`src/rtl/conv_2d_ctrl_if.sv`:
```
// Stream and datapath-drive bundle for conv_2d_ctrl. The slave modport is the controller side.
// o_stall_cnt exists only when CONV_CTRL_STATS_EN is defined.
interface conv_2d_ctrl_if #(
  parameter int NB_DATA = 8
);
  logic               i_load_req;
  logic               i_start;
  logic               i_knl_valid;
  logic [NB_DATA-1:0] i_knl0;
  logic [NB_DATA-1:0] i_knl1;
  logic [NB_DATA-1:0] i_knl2;
  logic               o_knl_ready;
  logic               i_col_valid;
  logic [NB_DATA-1:0] i_col0;
  logic [NB_DATA-1:0] i_col1;
  logic [NB_DATA-1:0] i_col2;
  logic               o_col_ready;
  logic               o_load_knl;
  logic               o_en_conv;
  logic [NB_DATA-1:0] o_data1;
  logic [NB_DATA-1:0] o_data2;
  logic [NB_DATA-1:0] o_data3;
  logic               o_pix_valid;
  logic               o_band_done;
  logic               o_done;
  logic               o_busy;
`ifdef CONV_CTRL_STATS_EN
  logic [15:0]        o_stall_cnt;
`endif

  modport slave (
    input  i_load_req, i_start, i_knl_valid, i_knl0, i_knl1, i_knl2,
    input  i_col_valid, i_col0, i_col1, i_col2,
    output o_knl_ready, o_col_ready, o_load_knl, o_en_conv,
    output o_data1, o_data2, o_data3, o_pix_valid, o_band_done, o_done, o_busy
`ifdef CONV_CTRL_STATS_EN
    , output o_stall_cnt
`endif
  );

  modport master (
    output i_load_req, i_start, i_knl_valid, i_knl0, i_knl1, i_knl2,
    output i_col_valid, i_col0, i_col1, i_col2,
    input  o_knl_ready, o_col_ready, o_load_knl, o_en_conv,
    input  o_data1, o_data2, o_data3, o_pix_valid, o_band_done, o_done, o_busy
`ifdef CONV_CTRL_STATS_EN
    , input o_stall_cnt
`endif
  );
endinterface

```
`src/rtl/conv_2d_ctrl.sv`:
```
// Sequencer for the 3x3 conv_2d datapath: accepted beat -> registered drive next cycle, pixel valid 2 cycles after accept;
// ready is a pure function of state, outputs have no backpressure. CONV_CTRL_STATS_EN adds a saturating stall counter.
module conv_2d_ctrl #(
  parameter int NB_DATA = 8,
  parameter int IMG_W   = 64,
  parameter int N_BANDS = 62,
  parameter int NB_CNT  = 16
) (
  input logic           clk,
  input logic           i_nrst,
  conv_2d_ctrl_if.slave bus
);
  typedef enum logic [2:0] {IDLE, KLOAD, KWRAP, STREAM, FLUSH, DONE} state_t;

  localparam logic [NB_CNT-1:0] LAST_COL  = NB_CNT'(IMG_W - 1);
  localparam logic [NB_CNT-1:0] LAST_BAND = NB_CNT'(N_BANDS - 1);
  localparam logic [NB_CNT-1:0] FIRST_PIX = NB_CNT'(3);
  localparam logic [NB_CNT-1:0] CNT_ONE   = NB_CNT'(1);

  state_t             state_q, state_d;
  logic [1:0]         knl_cnt_q, knl_cnt_d;
  logic [NB_CNT-1:0]  col_cnt_q, col_cnt_d;
  logic [NB_CNT-1:0]  band_cnt_q, band_cnt_d;
  logic               load_q, load_d;
  logic               en_q, en_d;
  logic               pix_pend_q, pix_pend_d;
  logic               pix_vld_q, pix_vld_d;
  logic               band_done_q, band_done_d;
  logic               done_q, done_d;
  logic [NB_DATA-1:0] data1_q, data1_d, data2_q, data2_d, data3_q, data3_d;
  logic               knl_acc, col_acc;

  assign knl_acc = (state_q == KLOAD) && bus.i_knl_valid;
  assign col_acc = (state_q == STREAM) && bus.i_col_valid;

  always_comb begin
    state_d     = state_q;
    knl_cnt_d   = knl_cnt_q;
    col_cnt_d   = col_cnt_q;
    band_cnt_d  = band_cnt_q;
    load_d      = 1'b0;
    en_d        = 1'b0;
    pix_pend_d  = 1'b0;
    pix_vld_d   = pix_pend_q;
    band_done_d = 1'b0;
    done_d      = 1'b0;
    data1_d     = '0;
    data2_d     = '0;
    data3_d     = '0;
    case (state_q)
      IDLE: begin
        if (bus.i_load_req) begin
          state_d   = KLOAD;
          knl_cnt_d = 2'd0;
        end else if (bus.i_start) begin
          state_d    = STREAM;
          col_cnt_d  = '0;
          band_cnt_d = '0;
        end
      end
      KLOAD: begin
        if (knl_acc) begin
          load_d    = 1'b1;
          data1_d   = bus.i_knl0;
          data2_d   = bus.i_knl1;
          data3_d   = bus.i_knl2;
          knl_cnt_d = knl_cnt_q + 2'd1;
          if (knl_cnt_q == 2'd2) state_d = KWRAP;
        end
      end
      // Fourth zero beat walks the datapath's load counter back to zero.
      KWRAP: begin
        load_d  = 1'b1;
        state_d = IDLE;
      end
      STREAM: begin
        if (col_acc) begin
          en_d       = 1'b1;
          data1_d    = bus.i_col0;
          data2_d    = bus.i_col1;
          data3_d    = bus.i_col2;
          pix_pend_d = (col_cnt_q >= FIRST_PIX);
          col_cnt_d  = col_cnt_q + CNT_ONE;
          if (col_cnt_q == LAST_COL) state_d = FLUSH;
        end
      end
      // Zero column pushes the last window through; its index is IMG_W, so it always yields a pixel.
      FLUSH: begin
        en_d        = 1'b1;
        pix_pend_d  = 1'b1;
        band_done_d = 1'b1;
        if (band_cnt_q == LAST_BAND) begin
          state_d = DONE;
        end else begin
          band_cnt_d = band_cnt_q + CNT_ONE;
          col_cnt_d  = '0;
          state_d    = STREAM;
        end
      end
      DONE: begin
        done_d  = 1'b1;
        state_d = IDLE;
      end
      default: state_d = IDLE;
    endcase
  end

  always_ff @(posedge clk or negedge i_nrst) begin
    if (!i_nrst) begin
      state_q     <= IDLE;
      knl_cnt_q   <= '0;
      col_cnt_q   <= '0;
      band_cnt_q  <= '0;
      load_q      <= 1'b0;
      en_q        <= 1'b0;
      pix_pend_q  <= 1'b0;
      pix_vld_q   <= 1'b0;
      band_done_q <= 1'b0;
      done_q      <= 1'b0;
      data1_q     <= '0;
      data2_q     <= '0;
      data3_q     <= '0;
    end else begin
      state_q     <= state_d;
      knl_cnt_q   <= knl_cnt_d;
      col_cnt_q   <= col_cnt_d;
      band_cnt_q  <= band_cnt_d;
      load_q      <= load_d;
      en_q        <= en_d;
      pix_pend_q  <= pix_pend_d;
      pix_vld_q   <= pix_vld_d;
      band_done_q <= band_done_d;
      done_q      <= done_d;
      data1_q     <= data1_d;
      data2_q     <= data2_d;
      data3_q     <= data3_d;
    end
  end

  assign bus.o_knl_ready = (state_q == KLOAD);
  assign bus.o_col_ready = (state_q == STREAM);
  assign bus.o_load_knl  = load_q;
  assign bus.o_en_conv   = en_q;
  assign bus.o_data1     = data1_q;
  assign bus.o_data2     = data2_q;
  assign bus.o_data3     = data3_q;
  assign bus.o_pix_valid = pix_vld_q;
  assign bus.o_band_done = band_done_q;
  assign bus.o_done      = done_q;
  assign bus.o_busy      = (state_q != IDLE);

`ifdef CONV_CTRL_STATS_EN
  logic [15:0] stall_cnt_q, stall_cnt_d;

  always_comb begin
    stall_cnt_d = stall_cnt_q;
    if ((state_q == IDLE) && bus.i_start && !bus.i_load_req) begin
      stall_cnt_d = '0;
    end else if ((state_q == STREAM) && !bus.i_col_valid && (stall_cnt_q != 16'hFFFF)) begin
      stall_cnt_d = stall_cnt_q + 16'd1;
    end
  end

  always_ff @(posedge clk or negedge i_nrst) begin
    if (!i_nrst) stall_cnt_q <= '0;
    else         stall_cnt_q <= stall_cnt_d;
  end

  assign bus.o_stall_cnt = stall_cnt_q;
`endif
endmodule

```
`src/flat_wrapper.sv`:
```
// flat-port wrapper written by rule: the top's interface ports become plain ports
module conv_2d_ctrl_flat 
#(
  parameter int NB_DATA = 8,
  parameter int IMG_W   = 64,
  parameter int N_BANDS = 62,
  parameter int NB_CNT  = 16
)
  (clk, i_nrst, bus_i_load_req, bus_i_start, bus_i_knl_valid, bus_i_knl0, bus_i_knl1, bus_i_knl2, bus_i_col_valid, bus_i_col0, bus_i_col1, bus_i_col2, bus_o_knl_ready, bus_o_col_ready, bus_o_load_knl, bus_o_en_conv, bus_o_data1, bus_o_data2, bus_o_data3, bus_o_pix_valid, bus_o_band_done, bus_o_done, bus_o_busy);
  conv_2d_ctrl_if #(.NB_DATA(NB_DATA)) bus_i ();
  input logic clk;
  input logic i_nrst;
  input wire logic [$bits(bus_i.i_load_req)-1:0] bus_i_load_req;
  input wire logic [$bits(bus_i.i_start)-1:0] bus_i_start;
  input wire logic [$bits(bus_i.i_knl_valid)-1:0] bus_i_knl_valid;
  input wire logic [$bits(bus_i.i_knl0)-1:0] bus_i_knl0;
  input wire logic [$bits(bus_i.i_knl1)-1:0] bus_i_knl1;
  input wire logic [$bits(bus_i.i_knl2)-1:0] bus_i_knl2;
  input wire logic [$bits(bus_i.i_col_valid)-1:0] bus_i_col_valid;
  input wire logic [$bits(bus_i.i_col0)-1:0] bus_i_col0;
  input wire logic [$bits(bus_i.i_col1)-1:0] bus_i_col1;
  input wire logic [$bits(bus_i.i_col2)-1:0] bus_i_col2;
  output wire logic [$bits(bus_i.o_knl_ready)-1:0] bus_o_knl_ready;
  output wire logic [$bits(bus_i.o_col_ready)-1:0] bus_o_col_ready;
  output wire logic [$bits(bus_i.o_load_knl)-1:0] bus_o_load_knl;
  output wire logic [$bits(bus_i.o_en_conv)-1:0] bus_o_en_conv;
  output wire logic [$bits(bus_i.o_data1)-1:0] bus_o_data1;
  output wire logic [$bits(bus_i.o_data2)-1:0] bus_o_data2;
  output wire logic [$bits(bus_i.o_data3)-1:0] bus_o_data3;
  output wire logic [$bits(bus_i.o_pix_valid)-1:0] bus_o_pix_valid;
  output wire logic [$bits(bus_i.o_band_done)-1:0] bus_o_band_done;
  output wire logic [$bits(bus_i.o_done)-1:0] bus_o_done;
  output wire logic [$bits(bus_i.o_busy)-1:0] bus_o_busy;
  assign bus_i.i_load_req = bus_i_load_req;
  assign bus_i.i_start = bus_i_start;
  assign bus_i.i_knl_valid = bus_i_knl_valid;
  assign bus_i.i_knl0 = bus_i_knl0;
  assign bus_i.i_knl1 = bus_i_knl1;
  assign bus_i.i_knl2 = bus_i_knl2;
  assign bus_i.i_col_valid = bus_i_col_valid;
  assign bus_i.i_col0 = bus_i_col0;
  assign bus_i.i_col1 = bus_i_col1;
  assign bus_i.i_col2 = bus_i_col2;
  assign bus_o_knl_ready = bus_i.o_knl_ready;
  assign bus_o_col_ready = bus_i.o_col_ready;
  assign bus_o_load_knl = bus_i.o_load_knl;
  assign bus_o_en_conv = bus_i.o_en_conv;
  assign bus_o_data1 = bus_i.o_data1;
  assign bus_o_data2 = bus_i.o_data2;
  assign bus_o_data3 = bus_i.o_data3;
  assign bus_o_pix_valid = bus_i.o_pix_valid;
  assign bus_o_band_done = bus_i.o_band_done;
  assign bus_o_done = bus_i.o_done;
  assign bus_o_busy = bus_i.o_busy;
  conv_2d_ctrl #(.NB_DATA(NB_DATA), .IMG_W(IMG_W), .N_BANDS(N_BANDS), .NB_CNT(NB_CNT)) u_core (.clk(clk), .i_nrst(i_nrst), .bus(bus_i));
endmodule
```
`config.mk`:
```
export PLATFORM = sky130hd
export DESIGN_NAME = conv_2d_ctrl_flat
export DESIGN_NICKNAME = d
export VERILOG_FILES = /design/src/rtl/conv_2d_ctrl_if.sv /design/src/rtl/conv_2d_ctrl.sv /design/src/flat_wrapper.sv
export SDC_FILE = /design/constraint.sdc
export NUM_CORES = 1
export LEC_CHECK = 0
export ABC_AREA = 1
export ABC_CLOCK_PERIOD_IN_PS = 1900
export BUFFER_PORTS_ARGS = -buffer_cell sky130_fd_sc_hd__buf_2
export CORE_MARGIN = 2
export CORE_UTILIZATION = 45
export DETAILED_ROUTE_END_ITERATION = 7
export PLACE_DENSITY = 0.77
export SLEW_MARGIN = 20
export SYNTH_ARGS = -nofsm -noshare
export SYNTH_HDL_FRONTEND = slang
export SYNTH_SLANG_ARGS = --single-unit
export TNS_END_PERCENT = 50
```
`constraint.sdc`:
```
create_clock -name clk -period 1.9 [get_ports clk]
set_input_delay 0.19 -clock clk [delete_from_list [all_inputs] [get_ports clk]]
set_output_delay 0.19 -clock clk [all_outputs]
set_load 0.005 [all_outputs]
```
======== After elaboration in Yosys (flattened, before gate mapping) ========
Cells that the tools add are included.
Widths: inputs -> output; s select.
word-level totals
  flip-flop bits (word level) ............. 67
  output and inout bits ................... 32
cells by class
  add/subtract/negate cells ............... 3
  $lt $le $gt $ge ......................... 1
  equal/unequal tests ..................... 17
  multiplexer cells ....................... 35
  reduce and logical (&&, ||, !) cells .... 11
operators by type and width
  operator               number
  $mux 16                5
  $mux 8                 6
  $pmux 16 s3            1
  $pmux 8 s2             3
  $add 16x1->16 const B  2
  $eq 16x6->1 const B    2
  $pmux 16 s2            1
  $mux 3                 7
  $ge 16x2->1 const B    1
  $pmux 3 s4             1
  $reduce_and 5->1       2
  $ne 2x1->1 const B     4
  $ne 2x2->1 const B     4
  $eq 3x2->1 const B     2
  $eq 3x3->1 const B     2
  $pmux 1 s2             3
  $reduce_bool 3->1      2
  $mux 1                 5
  $mux 2                 2
  $pmux 2 s2             1
  $reduce_and 4->1       1
  $reduce_bool 2->1      2
  $eq 3x1->1 const B     1
  $logic_not 3->1        1
  other kinds (5)        6

======== Longest topological paths before layout ========
Gate-level depths: netlist of run 1.
  word-level depth ........................ 4
  depth in mapped cells ................... 10
  gate-level depth less buffers ........... 9

======== Least setup slack after synthesis of run 1 ========
No wires, ideal clock.
  kind .................................... register to register
  start ................................... register u_core.band_cnt_q[1]
  end ..................................... register u_core.col_cnt_q[2]
  library setup time ...................... 116 ps
  data arrival time ....................... 1296 ps
  path slack .............................. 487 ps
  cell stages (with the launch flop) ...... 11
  period minus slack after synthesis ...... 1413 ps
  cells stage by stage .................... dfrtp_1 inv_1 ha_1 nand3_1 nor2_1 nand3_2 nand3_2 buf_6 inv_4 nand2_1 nand2_1
between the ends
  cells in the longest elaborated chain, start to end .. 3
RTL lines
  item                               RTL line             source
  start, declared                    conv_2d_ctrl.sv:23   logic [NB_CNT-1:0] band_cnt_q, band_cnt_d;
  start signal, assigned             conv_2d_ctrl.sv:127  band_cnt_q <= band_cnt_d;
  $eq 16x6->1                        conv_2d_ctrl.sv:92   if (band_cnt_q == LAST_BAND) begin
  $ne 2x2->1 (no source line)        --
  $reduce_and 5->1 (no source line)  --
  end signal, assigned               conv_2d_ctrl.sv:126  col_cnt_q <= col_cnt_d;
  end, declared                      conv_2d_ctrl.sv:22   logic [NB_CNT-1:0] col_cnt_q, col_cnt_d;
Every way passes these cells.
A chain may end at the register's enable or synchronous reset.

======== Final worst setup path of run 1 ========
  start ................................... register u_core.state_q[1]
  end ..................................... output bus_o_knl_ready
between the ends
  cells in the longest elaborated chain, start to end .. 1
RTL lines
  item                    RTL line             source
  start, declared         conv_2d_ctrl.sv:20   state_t state_q, state_d;
  start signal, assigned  conv_2d_ctrl.sv:124  state_q <= state_d;
  $eq 3x1->1              conv_2d_ctrl.sv:140  assign bus.o_knl_ready = (state_q == KLOAD);
  end, declared           flat_wrapper.sv:23   output wire logic [$bits(bus_i.o_knl_ready)-1:0] bus_o_knl_ready;
Every way passes these cells.

==> Flow_metrics.wiki, run 1 <==
{| class="wikitable"
! Metric !! Value
|-
| Status || finished clean
|-
| Area added between synthesis and finish || 18.91%
|-
| Critical path arrival || about 1500 ps
|-
| Synthesized cell area || 3640 um2
|-
| Max_cap viols || 0
|-
| Mean instance size in the synthesized netlist || 8.161 um2
|-
| CP Cell Sequence || nor3_2 > buf_4 > buf_2
|-
| Aggregate routed wire length || 7876 um
|-
| Total clock sinks || between 60 and 70
|-
| Post-synthesis cell count || about 450
|-
| Area of combinational cells with multiple inputs || approximately 1700 um2
|-
| Unique masters post-synth || 31
|-
| Total Negative Setup Slacks || 0 ps
|-
| Top achievable clock speed || 583.6 MHz
|-
| Post-synth top area cell || dfrtp_1
|-
| Relative slew margins || between 60% and 70%
|-
| Grt total ovfl || 0
|-
| Root buffer selected by CTS || clkbuf_8
|-
| Endpoint class of the critical path || output port
|-
| Overall power || 0.004866 W
|-
| Type of the worst min-delay path || in2reg
|-
| Post-synth top area share || 46.06%
|-
| Cts bufs inserted || 9
|-
| Static leakage power || 2.163 nW
|-
| Period utilisation layout || between 90% and 100%
|-
| Vias in the first global route || 3,309
|-
| Worst VDD drop || roughly 690 uV
|-
| Worst-skew pair later-pin latency || 350 ps
|-
| Starting density of the core || 46.86%
|-
| Crit path max fanout || 30
|-
| Proportion of synthesized chip area in sequential cells || 46.06%
|-
| Total count of hold-check failures in the final report || 0
|-
| Number of buffers on the longest clock path || 2
|-
| Unrepaired setup endpoints after global routing || no
|-
| Mean routed wirelength per cell || approximately 12 um
|-
| Number of storage elements in the synthesis netlist || 67
|-
| Count of filler cells inserted in the layout || 720
|-
| Final estimated routing congestion in global placement || 0.9627
|-
| Worst Path Required || ~1700 ps
|-
| Final clock skew || 10.01 ps
|-
| Number of optimization iterations in the first detailed-route pass || 4
|-
| Area of the placeable core || between 7000 and 8000 um2
|-
| Leading cell types in the layout, fill and taps excluded || nand2_1 (121), buf_2 (85), dfrtp_1 (67)
|-
| Max stage delay on crit path || 480 ps
|-
| Die outline area || ~9000 um2
|-
| Horiz. Die Dim || 93.94 um
|-
| Proportion of register bits with asynchronous set or reset after synthesis || 100.0%
|-
| Via density || 5.234
|-
| Worst-path clk slew || around 80 ps
|-
| Min Clock Period, post-route || 1713 ps
|-
| Ratio of total power to cell area || approximately 1100 nW/um2
|-
| Count of buffers from port buffering || 85
|-
| Kind of launch point of the worst setup path || flip-flop
|-
| Most common cell after layout, fill and taps aside || nand2_1
|-
| Global-route usage over all layers || about 20%
|-
| Antenna violation net count after detailed routing || 0
|-
| Layout cells sized above 1 || 25.42%
|-
| Number of flops mapped to enable cells by yosys || 0
|-
| Final Max Tran Viols || 0
|-
| Slew at the pin closest to its max-slew limit || roughly 450 ps
|-
| Top-level port count || between 80 and 90
|-
| Main flop type after synthesis || dfrtp_1
|-
| Std cell rows || 32
|-
| Wire length of the first global-routing pass || 14,060 um
|-
| Residual DRC count || 0
|-
| Number of H-tree levels || 3
|-
| DP HPWL || 5647 um
|-
| Count of yosys warnings during synthesis || 0
|-
| Mapped Nets || 504
|-
| Pin count of the biggest net entering global routing || 68
|-
| DR vias || 3,334
|-
| Antenna cell count || 0
|-
| Final-stage net count || approximately 590
|-
| Starting DRT DRC Count || between 200 and 250
|-
| Area of all sequential standard cells || 1677 um2
|-
| Die span in y || 93.94 um
|-
| Final setup violating endpoints || 0
|-
| Cell types with the largest area share after synthesis || dfrtp_1 (46%), nand2_1 (12%), a32o_1 (6.6%), nand3_1 (5.9%), nor2_1 (5.2%)
|-
| Critical path's slowest cell || dfrtp_1
|-
| Crit path kind || reg2out
|-
| CTS tree || done
|-
| Number of antenna violations at the first check in global routing || 0
|}
-- cell type report --
cell class,instances,area share [%]
well taps,102,2.949
flip-flops and latches,67,38.74
inverters,47,4.221
clock inverters,6,1.070
repair buffers,91,11.51
multi-input cells,314,38.33
clock buffers,10,3.180
-- kinds of logic (layout without fill, tap and decap cells) --
kind of cell	count (synthesis)	after routing	synth area share, %
and+or+nand+nor	249	249	30.29
DFF	67	67	46.06
buffers and inverters	65	154	8.353
AOI/OAI and AO/OA	53	53	12.00
xor gates and xnor gates	8	8	1.925
adders and majority gates	4	4	1.375
-- per-layer routing --
layer | GRT usage, % | up-vias | part of all wire [%]
met4 | 9.662 | 0 | 2.1
met1 | 24.95 | 1559 | 44
met3 | 5.538 | 18 | 8.4
met5 | 0 | - | 0
met2 | 31.49 | 113 | 46
li1 | - | 1644 | -
-- flip-flops by register name, indices dropped and copies added (netlist names) --
signal                  cells
u_core.band_cnt_q          16
u_core.bus.o_band_done      1
u_core.bus.o_data1          8
u_core.bus.o_data2          8
u_core.bus.o_data3          8
u_core.bus.o_done           1
u_core.bus.o_en_conv        1
u_core.bus.o_load_knl       1
u_core.bus.o_pix_valid      1
u_core.col_cnt_q           16
u_core.knl_cnt_q            2
u_core.pix_pend_q           1
u_core.state_q              3
-- final timing paths --
check / start / end / slack (ps) / cells past startpoint
worst max-delay path: u_core.state_q[1] / bus_o_knl_ready / 190 / 3
worst min-delay path: bus_i_col0[1] / u_core.bus.o_data1[1] / 50 / 2
worst max register to register: u_core.col_cnt_q[0] / u_core.state_q[0] / 260 / 8
worst min register to register: u_core.pix_pend_q / u_core.bus.o_pix_valid / 350 / 0
max in group asynchronous: i_nrst / u_core.band_cnt_q[12] / 1220 / 3
min in group asynchronous: i_nrst / u_core.col_cnt_q[15] / 360 / 3
-- report_power, final --
part	total (W)	internal, W	switching, W
Sequential	0.00201	0.00176	0.000255
Combinational	0.00174	0.000675	0.00106
Clock	0.00111	0.000520	0.000593
-- synth_stat cells (2+ instances only) --
cell type  instances
a21oi_1            4
a32o_1            24
buf_2              6
buf_4              3
buf_6              5
clkbuf_1           3
dfrtp_1           67
ha_1               4
inv_1             43
inv_2              3
nand2_1          121
nand2_2            2
nand3_1           43
nand3_2            2
nand3_4            2
nand3b_1           2
nand4_1           12
nor2_1            50
nor2_2             3
nor3_1             8
o21ai_0            9
o21ai_1            2
o21ai_2           13
or2_2              2
xnor2_1            5
xor2_1             3
-- critical path, delay by kind of cell, from the launching register on --
kind	cells	cell delay, ps
buf+inv	2	500
flops	1	480
simple gates	1	200
-- stage by stage --
stage | setup WS, ps | hold WS (ps) | cells | utilization (%) | area (um2)
global route | 94.56 | 46.41 | 637 | 55.72 | 4328
floorplan | 487.2 | -105.6 | 446 | - | 3640
finish | 186.6 | 49.82 | 637 | 55.72 | 4328
detailed placement | 304.6 | 236.1 | 620 | 53.17 | 4130
global placement | 363.5 | 237.8 | 620 | 53.17 | 4130
CTS | 62.80 | 38.34 | 637 | 55.67 | 4324
-- what timing repair did --
action | CTS | global route
hold endpoints to repair | 67 | 0
setup endpoints to repair | 0 | 1
buffers inserted | 0 | 0
hold buffers | 1 | 0
gates resized for setup | 0 | 1
Note: power is estimated with default switching activity, not from simulation.
==> inputs of run 2 (changes only) <==
--- a/config.mk
+++ b/config.mk
@@ -8,10 +8,13 @@
 export ABC_AREA = 1
 export ABC_CLOCK_PERIOD_IN_PS = 1900
 export BUFFER_PORTS_ARGS = -buffer_cell sky130_fd_sc_hd__buf_2
+export CELL_PAD_IN_SITES_DETAIL_PLACEMENT = 1
+export CELL_PAD_IN_SITES_GLOBAL_PLACEMENT = 2
 export CORE_MARGIN = 2
-export CORE_UTILIZATION = 45
+export CORE_UTILIZATION = 31
 export DETAILED_ROUTE_END_ITERATION = 7
-export PLACE_DENSITY = 0.77
+export PLACE_DENSITY = 0.88
+export REMOVE_ABC_BUFFERS = 1
 export SLEW_MARGIN = 20
 export SYNTH_ARGS = -nofsm -noshare
 export SYNTH_HDL_FRONTEND = slang
==> run 2 against run 1 <==
- highest routed layer unchanged
- non-clock buffer count increased by 3
- final cell count grew 6.9%
- global-route usage down 2.5 points
- critical path type unchanged
- first-iteration DRC count fell by 47%
- critical path depth is the same
==> Flow_metrics.wiki, run 2 (synthesis gave the netlist of run 1 again) <==
{| class="wikitable"
! Metric !! Value
|-
| Status || finished clean
|-
| Ratio of total power to cell area || ~1200 nW/um2
|-
| Worst-path clk slew || 60 ps
|-
| Antenna cell count || 0
|-
| Setup slack on the worst flop-to-flop path || 260 ps
|-
| Final Util || 39.61%
|-
| Hold depth || 2
|-
| Die outline area || between 10,000 and 15,000 um2
|-
| Type of the worst min-delay path || in2reg
|-
| Worst hold path startpoint || bus_i_col1[2]
|-
| Count of buffer and inverter cells on the critical path || 2
|-
| Worst Path Required || around 1700 ps
|-
| Top-level port count || 86
|-
| Die span in y || roughly 110 um
|-
| Final clock skew || 8.224 ps
|-
| DR vias || 3,410
|-
| Max_cap viols || 0
|-
| Count of filler cells inserted in the layout || between 1,000 and 1,500
|-
| Worst flop-to-flop path startpoint || u_core.band_cnt_q[1]
|-
| Most common cell after layout, fill and taps aside || nand2_1
|-
| Overall power || approximately 0.0056 W
|-
| Number of optimization iterations in the first detailed-route pass || 4
|-
| Crit path max fanout || 27
|-
| R2R Path End || u_core.band_cnt_q[3]
|-
| Vias in the first global route || 3,708
|-
| CTS tree || done
|-
| Critical path arrival || 1600 ps
|-
| Total count of hold-check failures in the final report || 0
|-
| Hold Worst Slack || 66.21 ps
|-
| Kind of launch point of the worst setup path || flip-flop
|-
| Endpoint class of the critical path || output port
|-
| Min Clock Period, post-route || 1794 ps
|-
| Crit path max-delay family || flip-flops
|-
| Leading cell types in the layout, fill and taps excluded || nand2_1 (121), buf_2 (85), dfrtp_1 (67)
|-
| Residual DRC count || 0
|-
| Pin count of the biggest net entering global routing || 47
|-
| Period utilisation layout || 94.42%
|-
| Max stage delay on crit path || 470 ps
|-
| Cts bufs inserted || 9
|-
| Crit path kind || reg2out
|-
| Count of buffers from port buffering || 85
|-
| Final estimated routing congestion in global placement || 0.8349
|-
| Worst-case hold path end point || u_core.bus.o_data2[2]
|-
| Post-Place Worst Slack || 251.5 ps
|-
| Grt total ovfl || 0
|-
| Number of buffers on the longest clock path || 2
|-
| Antenna violation net count after detailed routing || 0
|-
| Static leakage power || about 2.2 nW
|-
| Total clock sinks || 67
|-
| Post-CTS setup buffers || 0
|-
| Final setup violating endpoints || 0
|-
| Aggregate routed wire length || ~10,000 um
|-
| Global-route usage over all layers || 17.32%
|-
| Fin worst setup slack || 105.9 ps
|-
| CP Cell Sequence || nor3_2 > buf_6 > buf_2
|-
| Root buffer selected by CTS || clkbuf_16
|-
| Area added between synthesis and finish || 24.27%
|-
| Std cell rows || 39
|-
| Critical path's slowest cell || dfrtp_1
|-
| Largest registers || u_core.band_cnt_q x16, u_core.col_cnt_q x16
|-
| Starting density of the core || a little under a third
|-
| Mean routed wirelength per cell || 14.97 um
|-
| Horiz. Die Dim || 112.4 um
|-
| Layout cells sized above 1 || 25.84%
|-
| Unrepaired setup endpoints after global routing || no
|-
| Starting DRT DRC Count || 132
|-
| Final-stage net count || 591
|-
| Worst VDD drop || 614.5 uV
|-
| Slew at the pin closest to its max-slew limit || roughly 570 ps
|-
| Number of H-tree levels || 3
|-
| DP HPWL || 7605 um
|-
| Area of the placeable core || approximately 11,000 um2
|-
| Via density || 5.007
|-
| Top achievable clock speed || approximately 560 MHz
|-
| Final Max Tran Viols || 0
|-
| Depth of the most critical reg-to-reg path || 9
|-
| Number of antenna violations at the first check in global routing || 0
|-
| Worst-skew pair later-pin latency || 340 ps
|-
| Wire length of the first global-routing pass || roughly 18,000 um
|-
| Total Negative Setup Slacks || 0 ps
|-
| Relative slew margins || 62.22%
|}
[run 2: changes by cell type in the layout (fill, tap and decap cells not counted), sizes merged]
cell,change
clkinvlp,-1
inv,-1
bufinv,+1
clkinv,+1
buf,+3
[run 2: stage by stage]
step | std cells | area, um2
global route | 681 | 4523
finish | 681 | 4523
floorplan | 428 | 3515
global placement | 664 | 4204
detailed placement | 664 | 4204
CTS | 681 | 4517
[run 2: worst register-to-register path: stages (launching register included)]
cell	delay [ps]
dfrtp_1	400
inv_1	70
ha_1	150
nand3_1	80
nor2_1	190
nand3_2	160
nand3_4	220
inv_1	130
nand2_1	80
nand2_1	50
[run 2: layout make-up]
type / instances / area (um2) / area share (%)
Sequential cell: 67 / 1677 / 37.07
Multi-Input combinational cell: 314 / 1662 / 36.74
Timing Repair Buffer: 94 / 524.3 / 11.59
Clock buffer: 10 / 239.0 / 5.284
Inverter: 47 / 178.9 / 3.956
Tap cell: 143 / 178.9 / 3.956
Clock inverter: 6 / 63.81 / 1.411
[run 2: routing by layer]
| layer | up-vias | share of wire [%] | global-route usage [%] |
|---|---|---|---|
| li1 | 1652 | - | - |
| met1 | 1656 | 44 | 20.96 |
| met2 | 85 | 49 | 29.56 |
| met3 | 17 | 5.5 | 4.050 |
| met4 | 0 | 2.2 | 7.480 |
| met5 | - | 0 | 0 |
[run 2: worst max path at each step]
stage / from / to / depth (start not counted)
finish: u_core.state_q[1] / bus_o_knl_ready / 3
global route: u_core.state_q[1] / bus_o_knl_ready / 3
CTS: u_core.state_q[1] / bus_o_knl_ready / 3
detailed placement: u_core.band_cnt_q[1] / u_core.band_cnt_q[3] / 9
global placement: u_core.col_cnt_q[0] / u_core.state_q[0] / 8
floorplan: u_core.state_q[1] / u_core.knl_cnt_q[0] / 5
[run 2: report_power, final]
part | leakage, nW | switching [W] | total, W | internal (W)
Clock | 0.145 | 0.000654 | 0.00171 | 0.00105
Combinational | 1.19 | 0.00115 | 0.00185 | 0.000703
Sequential | 0.907 | 0.000286 | 0.00205 | 0.00176
[run 2: timing repair]
item / 4_1_cts / 5_1_grt
endpoints found under the setup margin: 0 / 2
hold buffers: 1 / 0
hold endpoints to repair: 21 / 0
resized for setup: 0 / 2
